File: config.mk
export PLATFORM = sky130hd
export DESIGN_NAME = id_ex_stage
export DESIGN_NICKNAME = d
export VERILOG_FILES = /design/src/rtl/id_ex_stage.sv
export SDC_FILE = /design/constraint.sdc
export NUM_CORES = 1
export LEC_CHECK = 0
export ABC_AREA = 1
export CAP_MARGIN = 25
export CORE_AREA = 2 2 119 121
export CTS_BUF_LIST = sky130_fd_sc_hd__clkbuf_4 sky130_fd_sc_hd__clkbuf_8
export DETAILED_ROUTE_END_ITERATION = 7
export DIE_AREA = 0 0 121 123
export GPL_ROUTABILITY_DRIVEN = 0
export PLACE_DENSITY = 0.7
export SYNTH_ARGS = -nofsm -noshare
export SYNTH_HDL_FRONTEND = slang
export SYNTH_SLANG_ARGS = --single-unit
File: constraint.sdc
create_clock -name clk -period 1.86 [get_ports clk]
set_input_delay 0.558 -clock clk [delete_from_list [all_inputs] [get_ports clk]]
set_output_delay 0.558 -clock clk [all_outputs]
set_load 0.05 [all_outputs]
File: src/rtl/id_ex_stage.sv
// ID/EX pipeline register with load-use hazard detection and optional operand forwarding (FWD_EN).
// Latency: one cycle from id_* to the EX outputs; stall and the forwarding muxes are combinational.
// Backpressure: stall holds upstream PC and IF/ID, and this stage loads a bubble while stall or flush is high.
module id_ex_stage (
  input  logic        clk,
  input  logic        rst,
  input  logic        flush,
  input  logic [4:0]  id_rs,
  input  logic [4:0]  id_rt,
  input  logic [4:0]  id_wreg,
  input  logic [31:0] id_rdata_a,
  input  logic [31:0] id_rdata_b,
  input  logic [31:0] id_imm,
  input  logic [2:0]  id_alu_ctrl,
  input  logic        id_alu_src,
  input  logic [3:0]  id_ctrl,
  input  logic        exmem_reg_write,
  input  logic [4:0]  exmem_wreg,
  input  logic [31:0] exmem_result,
  input  logic        memwb_reg_write,
  input  logic [4:0]  memwb_wreg,
  input  logic [31:0] memwb_result,
  output logic [31:0] BussA,
  output logic [31:0] BussB,
  output logic [2:0]  ALUControl,
  output logic [31:0] ex_store_data,
  output logic [4:0]  ex_wreg,
  output logic [3:0]  ex_ctrl,
  output logic        stall
);

  // id_ctrl / ex_ctrl bit order: {reg_write, mem_read, mem_write, mem_to_reg}
  localparam int CTRL_MEM_READ = 2;

  logic [4:0]  ex_rs;
  logic [4:0]  ex_rt;
  logic [31:0] ex_rdata_a;
  logic [31:0] ex_rdata_b;
  logic [31:0] ex_imm;
  logic        ex_alu_src;
  logic [31:0] opnd_a;
  logic [31:0] opnd_b;

  // Load-use hazard: the load now in EX writes a register the decode instruction reads.
  always_comb begin
    stall = 1'b0;
    if (ex_ctrl[CTRL_MEM_READ] && (ex_wreg != 5'd0) &&
        ((ex_wreg == id_rs) || (ex_wreg == id_rt)))
      stall = 1'b1;
  end

  // Pipeline register: reset, stall and flush all load the all-zero bubble.
  always_ff @(posedge clk) begin
    if (rst || flush || stall) begin
      ex_rs      <= 5'd0;
      ex_rt      <= 5'd0;
      ex_wreg    <= 5'd0;
      ex_rdata_a <= 32'd0;
      ex_rdata_b <= 32'd0;
      ex_imm     <= 32'd0;
      ALUControl <= 3'b000;
      ex_alu_src <= 1'b0;
      ex_ctrl    <= 4'b0000;
    end else begin
      ex_rs      <= id_rs;
      ex_rt      <= id_rt;
      ex_wreg    <= id_wreg;
      ex_rdata_a <= id_rdata_a;
      ex_rdata_b <= id_rdata_b;
      ex_imm     <= id_imm;
      ALUControl <= id_alu_ctrl;
      ex_alu_src <= id_alu_src;
      ex_ctrl    <= id_ctrl;
    end
  end

`ifdef FWD_EN
  // Forwarding muxes: the younger EX/MEM result wins over MEM/WB; register 0 is never forwarded.
  always_comb begin
    opnd_a = ex_rdata_a;
    opnd_b = ex_rdata_b;
    if (exmem_reg_write && (exmem_wreg != 5'd0) && (exmem_wreg == ex_rs))
      opnd_a = exmem_result;
    else if (memwb_reg_write && (memwb_wreg != 5'd0) && (memwb_wreg == ex_rs))
      opnd_a = memwb_result;
    if (exmem_reg_write && (exmem_wreg != 5'd0) && (exmem_wreg == ex_rt))
      opnd_b = exmem_result;
    else if (memwb_reg_write && (memwb_wreg != 5'd0) && (memwb_wreg == ex_rt))
      opnd_b = memwb_result;
  end
`else
  // Without forwarding the operands come straight from the registered read data.
  always_comb begin
    opnd_a = ex_rdata_a;
    opnd_b = ex_rdata_b;
  end

  // Writeback candidates and source numbers have no consumer in this build.
  logic unused_fwd;
  assign unused_fwd = ^{exmem_reg_write, exmem_wreg, exmem_result,
                        memwb_reg_write, memwb_wreg, memwb_result, ex_rs, ex_rt};
`endif

  // Operand B picks the immediate for I-type ops; stores always see the register value.
  always_comb begin
    BussA         = opnd_a;
    BussB         = ex_alu_src ? ex_imm : opnd_b;
    ex_store_data = opnd_b;
  end

endmodule

==> results of run 1 <==
-- flip-flops by register name, indices dropped and copies added (netlist names) --
name / cells
ALUControl: 3
ex_ctrl: 4
ex_alu_src: 1
BussA: 32
ex_wreg: 5
ex_imm: 32
ex_store_data: 32
-- cell usage in the layout, fill, tap and decap left out --
master           Yosys  routed
buf_8                0       2
clkinv_2             0       1
nand2_1             24      24
buf_12               0       5
nor2_2               0       1
xnor2_1              2       2
dfxtp_1            109     103
inv_2                1       4
mux2_2              30      12
dfxtp_4              0       4
nand2_2              1       1
buf_16               0       1
nand3_1              3       3
clkdlybuf4s15_1      0       1
dfxtp_2              0       2
clkbuf_8             0      13
mux2_4               0      20
nor2_1             116     115
nand2_4              1       1
dlygate4sd2_1        0       9
nor3_1               1       1
buf_4                0      80
inv_1              123     120
buf_6                2      31
clkdlybuf4s50_1      0     111
-- power by group --
group | internal, mW | switching (mW)
Sequential | 2.43 | 0.0406
Clock | 0.618 | 0.732
Combinational | 0.480 | 0.576
-- worst reg2reg max path: cells and delay by family (launching register included) --
| family | cells | cell delay (ps) |
|---|---|---|
| AND/OR/NAND/NOR | 8 | 640 |
| buffers and inverters | 3 | 390 |
| flip-flops | 1 | 380 |
-- worst max-delay path by stage --
stage	endpoint	slack, ps	cells past startpoint
5_1_grt	BussB[29]	-250	3
6_report	BussB[22]	-180	3
2_1_floorplan	stall	10	8
3_3_place_gp	stall	-430	10
4_1_cts	BussB[10]	-250	3
3_5_place_dp	stall	-470	10
-- routing by layer --
| metal | part of all wire | vias up | GRT usage |
|---|---|---|---|
| li1 | - | 1661 | - |
| met1 | 0.40 | 1457 | 0.144 |
| met2 | 0.49 | 146 | 0.221 |
| met3 | 0.096 | 13 | 0.0480 |
| met4 | 0.019 | 0 | 0.0632 |
| met5 | 0 | - | 0 |
-- metrics by stage --
| step | TNS [ps] | total power, mW |
|---|---|---|
| 4_1_cts | -6890 | 4.94 |
| 6_report | -5070 | 4.87 |
| 3_3_place_gp | -32070 | 3.53 |
| 3_5_place_dp | -36640 | 3.54 |
| 2_1_floorplan | 0 | 3.06 |
| 5_1_grt | -7270 | 5.11 |
-- cells by family (layout without fill, tap and decap cells) --
group,count (synthesis),count (layout),share of synthesized area
xor gates and xnor gates,2,2,0.00477
buffers and inverters,139,378,0.150
and+or+nand+nor,146,146,0.153
DFF,109,109,0.594
muxes,32,32,0.0981
-- final cells by class --
type	instances	area, µm²	share of cell area
well taps	180	225	0.0352
repair buffers	240	2310	0.361
inverters	124	465	0.0727
flip-flops and latches	109	2200	0.344
clock inverters	1	5.00	0.000782
clock buffers	13	179	0.0280
multi-input cells	180	1020	0.159
-- what timing repair did --
action                     in CTS  in global routing
setup endpoints to repair      33                 33
pin swaps                       5                  4
gates resized for setup        51                 25
gates cloned                    1                  0
setup buffers                   1                  1
==> flow_metrics.tcl, run 1 <==
set metrics [dict create \
    crit_type "reg -> out" \
    violations "negative setup slack" \
    antenna_left 0 \
    cts_tree "built" \
    vias 3277 \
    place_ws_ps -469 \
    cap_violations 0 \
    max_freq_ghz 0.489 \
    relSlewSlack 0.840 \
    initial_core_util 0.270 \
    worst_setup_path_start_kind "flop" \
    critPathSlowestCell "dfxtp_4" \
    placed_area_um2 5970 \
    root_buffer "clkbuf_8" \
    p_leak_nw 3.34 \
    async_flop_share 0 \
    outcome "complete, but fails checks" \
    core_area_um2 13600 \
    worst_skew_pair.late_latency_ps 370 \
    drt_iter0_drc 69 \
    r2r-start "ex_wreg[2]$_SDFF_PP0_" \
    worstMarginPinSlew_ps 238 \
    syn_to_final_growth_pct 74.2 \
    viasPerCell 3.87 \
    num_rows 43 \
    synth_most_common_cell "inv_1" \
    yosysUniqueCellTypes 15 \
    crit_arrival_ps 1490 \
    min_period_ps 2040 \
    die_w_um 121 \
    grt_pass1_wl_um 15000 \
    wl_um 9990 \
    setup_ws_ps -183 \
    clock_skew_ps 7.77 \
    routedWlPerCell_um 11.8 \
    yosys.area.top_type "dfxtp_1" \
    io_buffers 230 \
    hold_buffers 0 \
    cts_sinks 109 \
    antenna_cells 0 \
    cp_max_fo 15 \
    whs_path_depth 3 \
    h-tree-depth 3 \
    yosysSeqAreaShare 0.594 \
    worst-path-buf-inv 2 \
    fill_cells 1309 \
    finalSetupViolations 33 \
    worstReg2RegEnd "ex_imm[12]$_SDFF_PP0_" \
    path_cells "buf_12 > mux2_2 > buf_6" \
    whs_ps 696 \
    synth_warnings 0 \
    rsz0062_at_grt "yes" \
    r2r_slack_ps 360 \
    io_pins 307 \
    fin_cells 847 \
    crit_required_ps 1300 \
    slew_viol_final 0 \
    path_clk_slew_ps 90 \
    hpwl_um 7470 \
    synth_top_area_share 0.594 \
    syn_area_um2 3670 \
    grt_overflow 0 \
    synth.top_cells.by_count "inv_1 (123), nor2_1 (116), dfxtp_1 (109)" \
    whs_endpoint "ex_store_data[18]$_SDFF_PP0_" \
    reg2reg_depth 11 \
    cts_buffer_depth 2 \
    post-route-period-util 1.10 \
    drc 0 \
    die_h_um 123 \
    synth_edf_count 0 \
    die_area_um2 14900 \
    end_kind "output pin" \
    crit_start "ex_alu_src$_SDFF_PP0_" \
    hp-start "id_rdata_b[18]" \
    synth_fp_nets 626 \
    numCtsBuffers 9 \
    grt.total_usage 0.130 \
    final_util 0.470 \
    dp_cells 831 \
    layout-drive-gt1-share 0.267 \
    synth-main-ff-cell "dfxtp_1" \
    grt_pass1_vias 3274 \
    synth-seq-cells 109 \
    design_area_um2 6400 \
    max_stage_delay_ps 410 \
    antenna_found_initial 0 \
    grt_start_max_net_pins 38 \
    holdCritPathClass "in -> reg" \
    syn_area_per_cell_um2 8.59 \
    synth.area.top_cells "dfxtp_1 (59%), inv_1 (13%), nor2_1 (12%)" \
    path_delay_family "flip-flops" \
    power-per-cell-area_nw_per_um2 761 \
    hold_viol 0 \
    synth_cells 428 \
    ir_worst_vdd_v 0.000478 \
    fin_nets 862 \
    dr.pass1.iters 4 \
]
No activity file was read; power rests on OpenSTA's default activity.
==> run 2: changes to the inputs <==
- CORE_AREA: 2 2 119 121 -> 2 2 121 123
- DIE_AREA: 0 0 121 123 -> 0 0 123 125
- PLACE_DENSITY: 0.7 -> 0.68
- clock period: 1.86 -> 2.4 ns (I/O delays scaled with it)
==> run 2 against run 1 <==
Net effect: the run now ends clean; final area is 1.3% lower; total power is 23% lower; clock skew is 3.6 ps higher; utilization is 2.5 points lower; sequential share of layout area is 0.21 points higher; sequential cell count stayed put; sequential power is 23% lower; critical path type is now in -> out; largest power group unchanged; highest routed layer unchanged.
==> flow_metrics.tcl, run 2 (synthesized netlist as in run 1, its figures left out) <==
set metrics [dict create \
    outcome "finished, final reports clean" \
    reg2reg_depth 11 \
    register_area_um2 2180 \
    final_util 0.445 \
    holdCritPathClass "in -> reg" \
    root_buffer "clkbuf_8" \
    h-tree-depth 3 \
    finalSetupTns_ps 0 \
    layout_commonest_cell "clkdlybuf4s50_1" \
    r2r_slack_ps 840 \
    relSlewSlack 0.635 \
    worst_skew_pair.late_latency_ps 370 \
    crit_start "id_rt[0]" \
    power-per-cell-area_nw_per_um2 594 \
    whs_ps 849 \
    dr.pass1.iters 4 \
    grt_start_max_net_pins 36 \
    multi_input_area_um2 943 \
    num_rows 44 \
    finalSetupViolations 0 \
    crit_arrival_ps 1590 \
    hold_viol 0 \
    slew_viol_final 0 \
    ir_worst_vdd_v 0.000287 \
    grt.total_usage 0.131 \
    viasPerCell 3.77 \
    crit_type "in -> out" \
    layout-drive-gt1-share 0.144 \
    crit_required_ps 1680 \
    cts_tree "built" \
    routedWlPerCell_um 11.6 \
    clock_skew_ps 11.4 \
    p_total_mw 3.75 \
    min_period_ps 2310 \
    dp_cells 834 \
    io_pins 307 \
    max_freq_ghz 0.433 \
    die_area_um2 15400 \
    syn_to_final_growth_pct 71.9 \
    cap_violations 0 \
    cts_buffer_depth 2 \
    worstReg2RegEnd "BussA[8]$_SDFF_PP0_" \
    wl_um 9910 \
    numCtsBuffers 9 \
    antenna_left 0 \
    worst_setup_path_start_kind "input pin" \
    drt_iter0_drc 68 \
    vias 3206 \
    initial_core_util 0.259 \
    antenna_found_initial 1 \
    grt_pass1_vias 3204 \
    worstMarginPinSlew_ps 546 \
    fill_cells 1412 \
    grt_pass1_wl_um 15400 \
    postCtsSetupBuffers 0 \
    p_leak_nw 3.15 \
    path_clk_slew_ps 100 \
    r2r-start "ex_wreg[0]$_SDFF_PP0_" \
    grt_overflow 0 \
    core_area_um2 14200 \
    post-route-period-util 0.962 \
    hold_buffers 0 \
    die_w_um 123 \
    end_kind "output pin" \
    cts_sinks 109 \
    crit_path_end "stall" \
    fin_cells 851 \
    cp_max_fo 2 \
    die_h_um 125 \
    io_buffers 230 \
    drc 0 \
    hpwl_um 7630 \
    layout_common_cells "clkdlybuf4s50_1 (183), inv_1 (122), nor2_1 (115)" \
    fin_nets 859 \
]
## run 2: area by class of cell
type / count / share of cell area
timing repair buffer: 237 / 0.365
inverter: 124 / 0.0737
sequential: 109 / 0.346
multi-input combinational: 180 / 0.149
antenna: 1 / 0.000396
clock buffer: 11 / 0.0240
tap: 184 / 0.0364
clock inverter: 5 / 0.00535
## run 2: metal layers
layer	wire length, µm	track usage
met1	3710	0.137
met4	244	0.0615
met3	1190	0.0639
met5	0	0
met2	4760	0.219
## run 2: where the power goes
part / switching [mW] / leakage [nW] / internal (mW)
clock: 0.620 / 0.0917 / 0.435
sequential: 0.0257 / 0.896 / 1.88
combinational: 0.435 / 2.16 / 0.353
total: 1.08 / 3.15 / 2.67
## run 2: worst min-delay path by stage
stage	endpoint	slack, ps	cells past startpoint	from
after floorplan	ALUControl[0]$_SDFF_PP0_	830	2	id_alu_ctrl[0]
after global placement	BussA[24]$_SDFF_PP0_	940	7	ex_ctrl[2]$_SDFF_PP0_
after detailed placement	ex_wreg[2]$_SDFF_PP0_	950	7	ex_ctrl[2]$_SDFF_PP0_
after CTS	BussA[29]$_SDFF_PP0_	820	3	id_rdata_a[29]
after global routing	ex_imm[20]$_SDFF_PP0_	830	3	id_imm[20]
final	ex_wreg[1]$_SDFF_PP0_	850	3	id_wreg[1]
## run 2: what timing repair did
item,4_1_cts,5_1_grt
pin swaps,6,6
setup endpoints to repair,7,3
resized for setup,14,11
## run 2: worst max-delay path, stage by stage
cell,delay (ps)
dlygate4sd2_1,240
nand2_1,60
inv_1,40
nor2_1,110
nor2_2,50
nand3_1,60
nand2_1,60
nand2_2,70
inv_2,40
buf_12,140
## run 2: stage by stage
step	setup slack (ps)	instance area, µm²
final	91.6	6320
after floorplan	196	3670
after detailed placement	-217	6140
after global placement	-196	6140
after global routing	-14.1	6310
after CTS	9.84	6320
==> run 3: changes to the inputs <==
- ABC_AREA: 1 -> default
- CORE_AREA: 2 2 121 123 -> 2 2 119 121
- DIE_AREA: 0 0 123 125 -> 0 0 121 123
- PLACE_DENSITY: 0.68 -> 0.74
- SLEW_MARGIN: default -> 20
==> run 3 against run 2 <==
Net effect: clock skew is 2.2 ps lower; setup slack worse by 170 ps; non-clock buffer count is 4 higher; hold slack better by 13 ps; final cell count is 4.2% lower; the flow now finishes with violations (negative setup slack); count of clock-buffer cells in the layout stayed put; via count is 14% higher; largest power group unchanged; clock power is 20% higher.
==> flow_metrics.tcl, run 3 <==
set metrics [dict create \
    outcome "complete, but fails checks" \
    violations "negative setup slack" \
    ir_worst_vdd_v 0.000348 \
    use_met1 0.181 \
    synth_cells 417 \
    holdCritPathClass "in -> reg" \
    whs_ps 862 \
    max_freq_ghz 0.404 \
    grt_pass1_vias 3757 \
    use_met3 0.0563 \
    synth-main-ff-cell "dfxtp_1" \
    fill_cells 1251 \
    dp_cells 796 \
    hold_buffers 0 \
    synth.area.top_cells "dfxtp_1 (51%), a21oi_2 (21%), nand2_1 (9.8%)" \
    hpwl_um 8380 \
    wl_um 11900 \
    syn_to_final_growth_pct 61.5 \
    syn_area_per_cell_um2 10.2 \
    worst_setup_path_start_kind "flop" \
    antenna_left 0 \
    cap_violations 0 \
    grt_overflow 0 \
    crit_path_end "stall" \
    root_buffer "clkbuf_8" \
    layout_commonest_cell "clkdlybuf4s50_1" \
    layout_common_cells "clkdlybuf4s50_1 (183), nand2_1 (111), dfxtp_1 (103)" \
    reg2reg_depth 8 \
    worst_skew_pair.late_latency_ps 380 \
    grt_start_max_net_pins 110 \
    worstMarginPinSlew_ps 761 \
    initial_core_util 0.312 \
    finalSetupViolations 1 \
    crit_arrival_ps 1760 \
    place_ws_ps -295 \
    h-tree-depth 3 \
    slew_viol_final 0 \
    syn_area_um2 4250 \
    yosysUniqueCellTypes 16 \
    viasPerCell 4.49 \
    synth_most_common_cell "nand2_1" \
    post-route-period-util 1.03 \
    fin_nets 828 \
    io_buffers 230 \
    antenna_cells 0 \
    die_area_um2 14900 \
    crit_type "reg -> out" \
    core_area_um2 13600 \
    drc 0 \
    synth_warnings 0 \
    vias 3663 \
    synth_fp_nets 615 \
    grt_pass1_wl_um 18500 \
    synth-seq-cells 109 \
    routedWlPerCell_um 14.6 \
    end_kind "output pin" \
    r2r-start "ex_wreg[2]$_SDFF_PP0_" \
    crit_required_ps 1680 \
    register_area_um2 2190 \
    cts_tree "built" \
    rsz0062_at_grt "yes" \
    synth_edf_count 0 \
    min_period_ps 2480 \
    cts_buffer_depth 2 \
    hp-start "id_wreg[1]" \
    grt.busiest_layer "met2" \
    cp_max_fo 2 \
    grt.total_usage 0.158 \
    power-per-cell-area_nw_per_um2 593 \
    synth_top_area_share 0.513 \
    async_flop_share 0 \
    die_h_um 123 \
    worstReg2RegEnd "ex_alu_src$_SDFF_PP0_" \
    cts_sinks 109 \
    layout-drive-gt1-share 0.323 \
    die_w_um 121 \
    clock_skew_ps 9.22 \
    drt_iter0_drc 160 \
    fin_cells 815 \
    relSlewSlack 0.492 \
    r2r_slack_ps 550 \
    yosys.area.top_type "dfxtp_1" \
    numCtsBuffers 9 \
    crit_start "ex_wreg[2]$_SDFF_PP0_" \
    p_leak_nw 2.59 \
    multi_input_area_um2 1860 \
    dr.pass1.iters 4 \
    yosysSeqAreaShare 0.513 \
    path_clk_slew_ps 100 \
    setup_ws_ps -75.8 \
    num_rows 43 \
    use_met2 0.264 \
    hold_viol 0 \
    synth.top_cells.by_count "nand2_1 (111), dfxtp_1 (109), a21oi_2 (100)" \
    io_pins 307 \
    antenna_found_initial 0 \
]
-- run 3: changes by cell type after synthesis, sizes merged, moves of 8 or more --
cell | previous run | this run
inv | 124 | 0
clkbuf | 1 | 14
a21oi | 0 | 109
xnor2 | 2 | 10
nand2 | 26 | 111
buf | 14 | 25
nor2 | 116 | 1
-- run 3: what timing repair did --
| action | in CTS | in global routing |
|---|---|---|
| endpoints found under the setup margin | 2 | 3 |
| resized for setup | 15 | 2 |
| pin swaps | 13 | 0 |
| buffers inserted | 3 | 0 |
-- run 3: worst min-delay path by stage --
stage,depth (start not counted),to
after floorplan,2,ex_wreg[4]$_SDFF_PP0_
after global placement,3,ALUControl[1]$_SDFF_PP0_
after detailed placement,3,ALUControl[0]$_SDFF_PP0_
after CTS,3,BussA[9]$_SDFF_PP0_
after global routing,3,ex_wreg[1]$_SDFF_PP0_
final,3,ex_wreg[1]$_SDFF_PP0_
-- run 3: worst max-delay path: stages (launching register included) --
cell and delay [ps]:
dfxtp_4 370, or4_4 510, o21a_4 220, and2_4 140
buf_12 140
-- run 3: final cells by class --
class / count / area share
Timing Repair Buffer: 241 / 0.343
Sequential cell: 109 / 0.319
Multi-Input combinational cell: 269 / 0.271
Tap cell: 180 / 0.0328
Clock buffer: 11 / 0.0221
Clock inverter: 5 / 0.0120
-- run 3: logic make-up after synthesis --
group           after synthesis  synth area share
compound gates              111             0.220
xor+xnor                     10            0.0206
buf+inv                      39            0.0571
flops                       109             0.513
mux                          32            0.0848
simple gates                116             0.104
-- run 3: routing by layer --
metal	vias up	wire, µm	part of all wire
li1	1799	-	-
met1	1684	4720	0.40
met2	157	5760	0.48
met3	23	1170	0.098
met4	0	266	0.022
met5	-	0	0
-- run 3: power breakdown --
| part | total, mW | switching (mW) | internal (mW) | leakage [nW] |
|---|---|---|---|---|
| combinational | 0.904 | 0.518 | 0.386 | 1.58 |
| sequential | 1.91 | 0.0281 | 1.88 | 0.898 |
| clock | 1.26 | 0.616 | 0.644 | 0.108 |
-- run 3: per-stage QoR --
stage               utilization  total power, mW  area, µm²  TNS, ps
floorplan                     -             2.47       4260        0
global placement          0.485             2.85       6610    -1160
detailed placement        0.485             2.86       6610    -3590
CTS                       0.504             4.14       6860     -100
global route              0.504             4.26       6870     -128
finish                    0.504             4.07       6870    -75.8
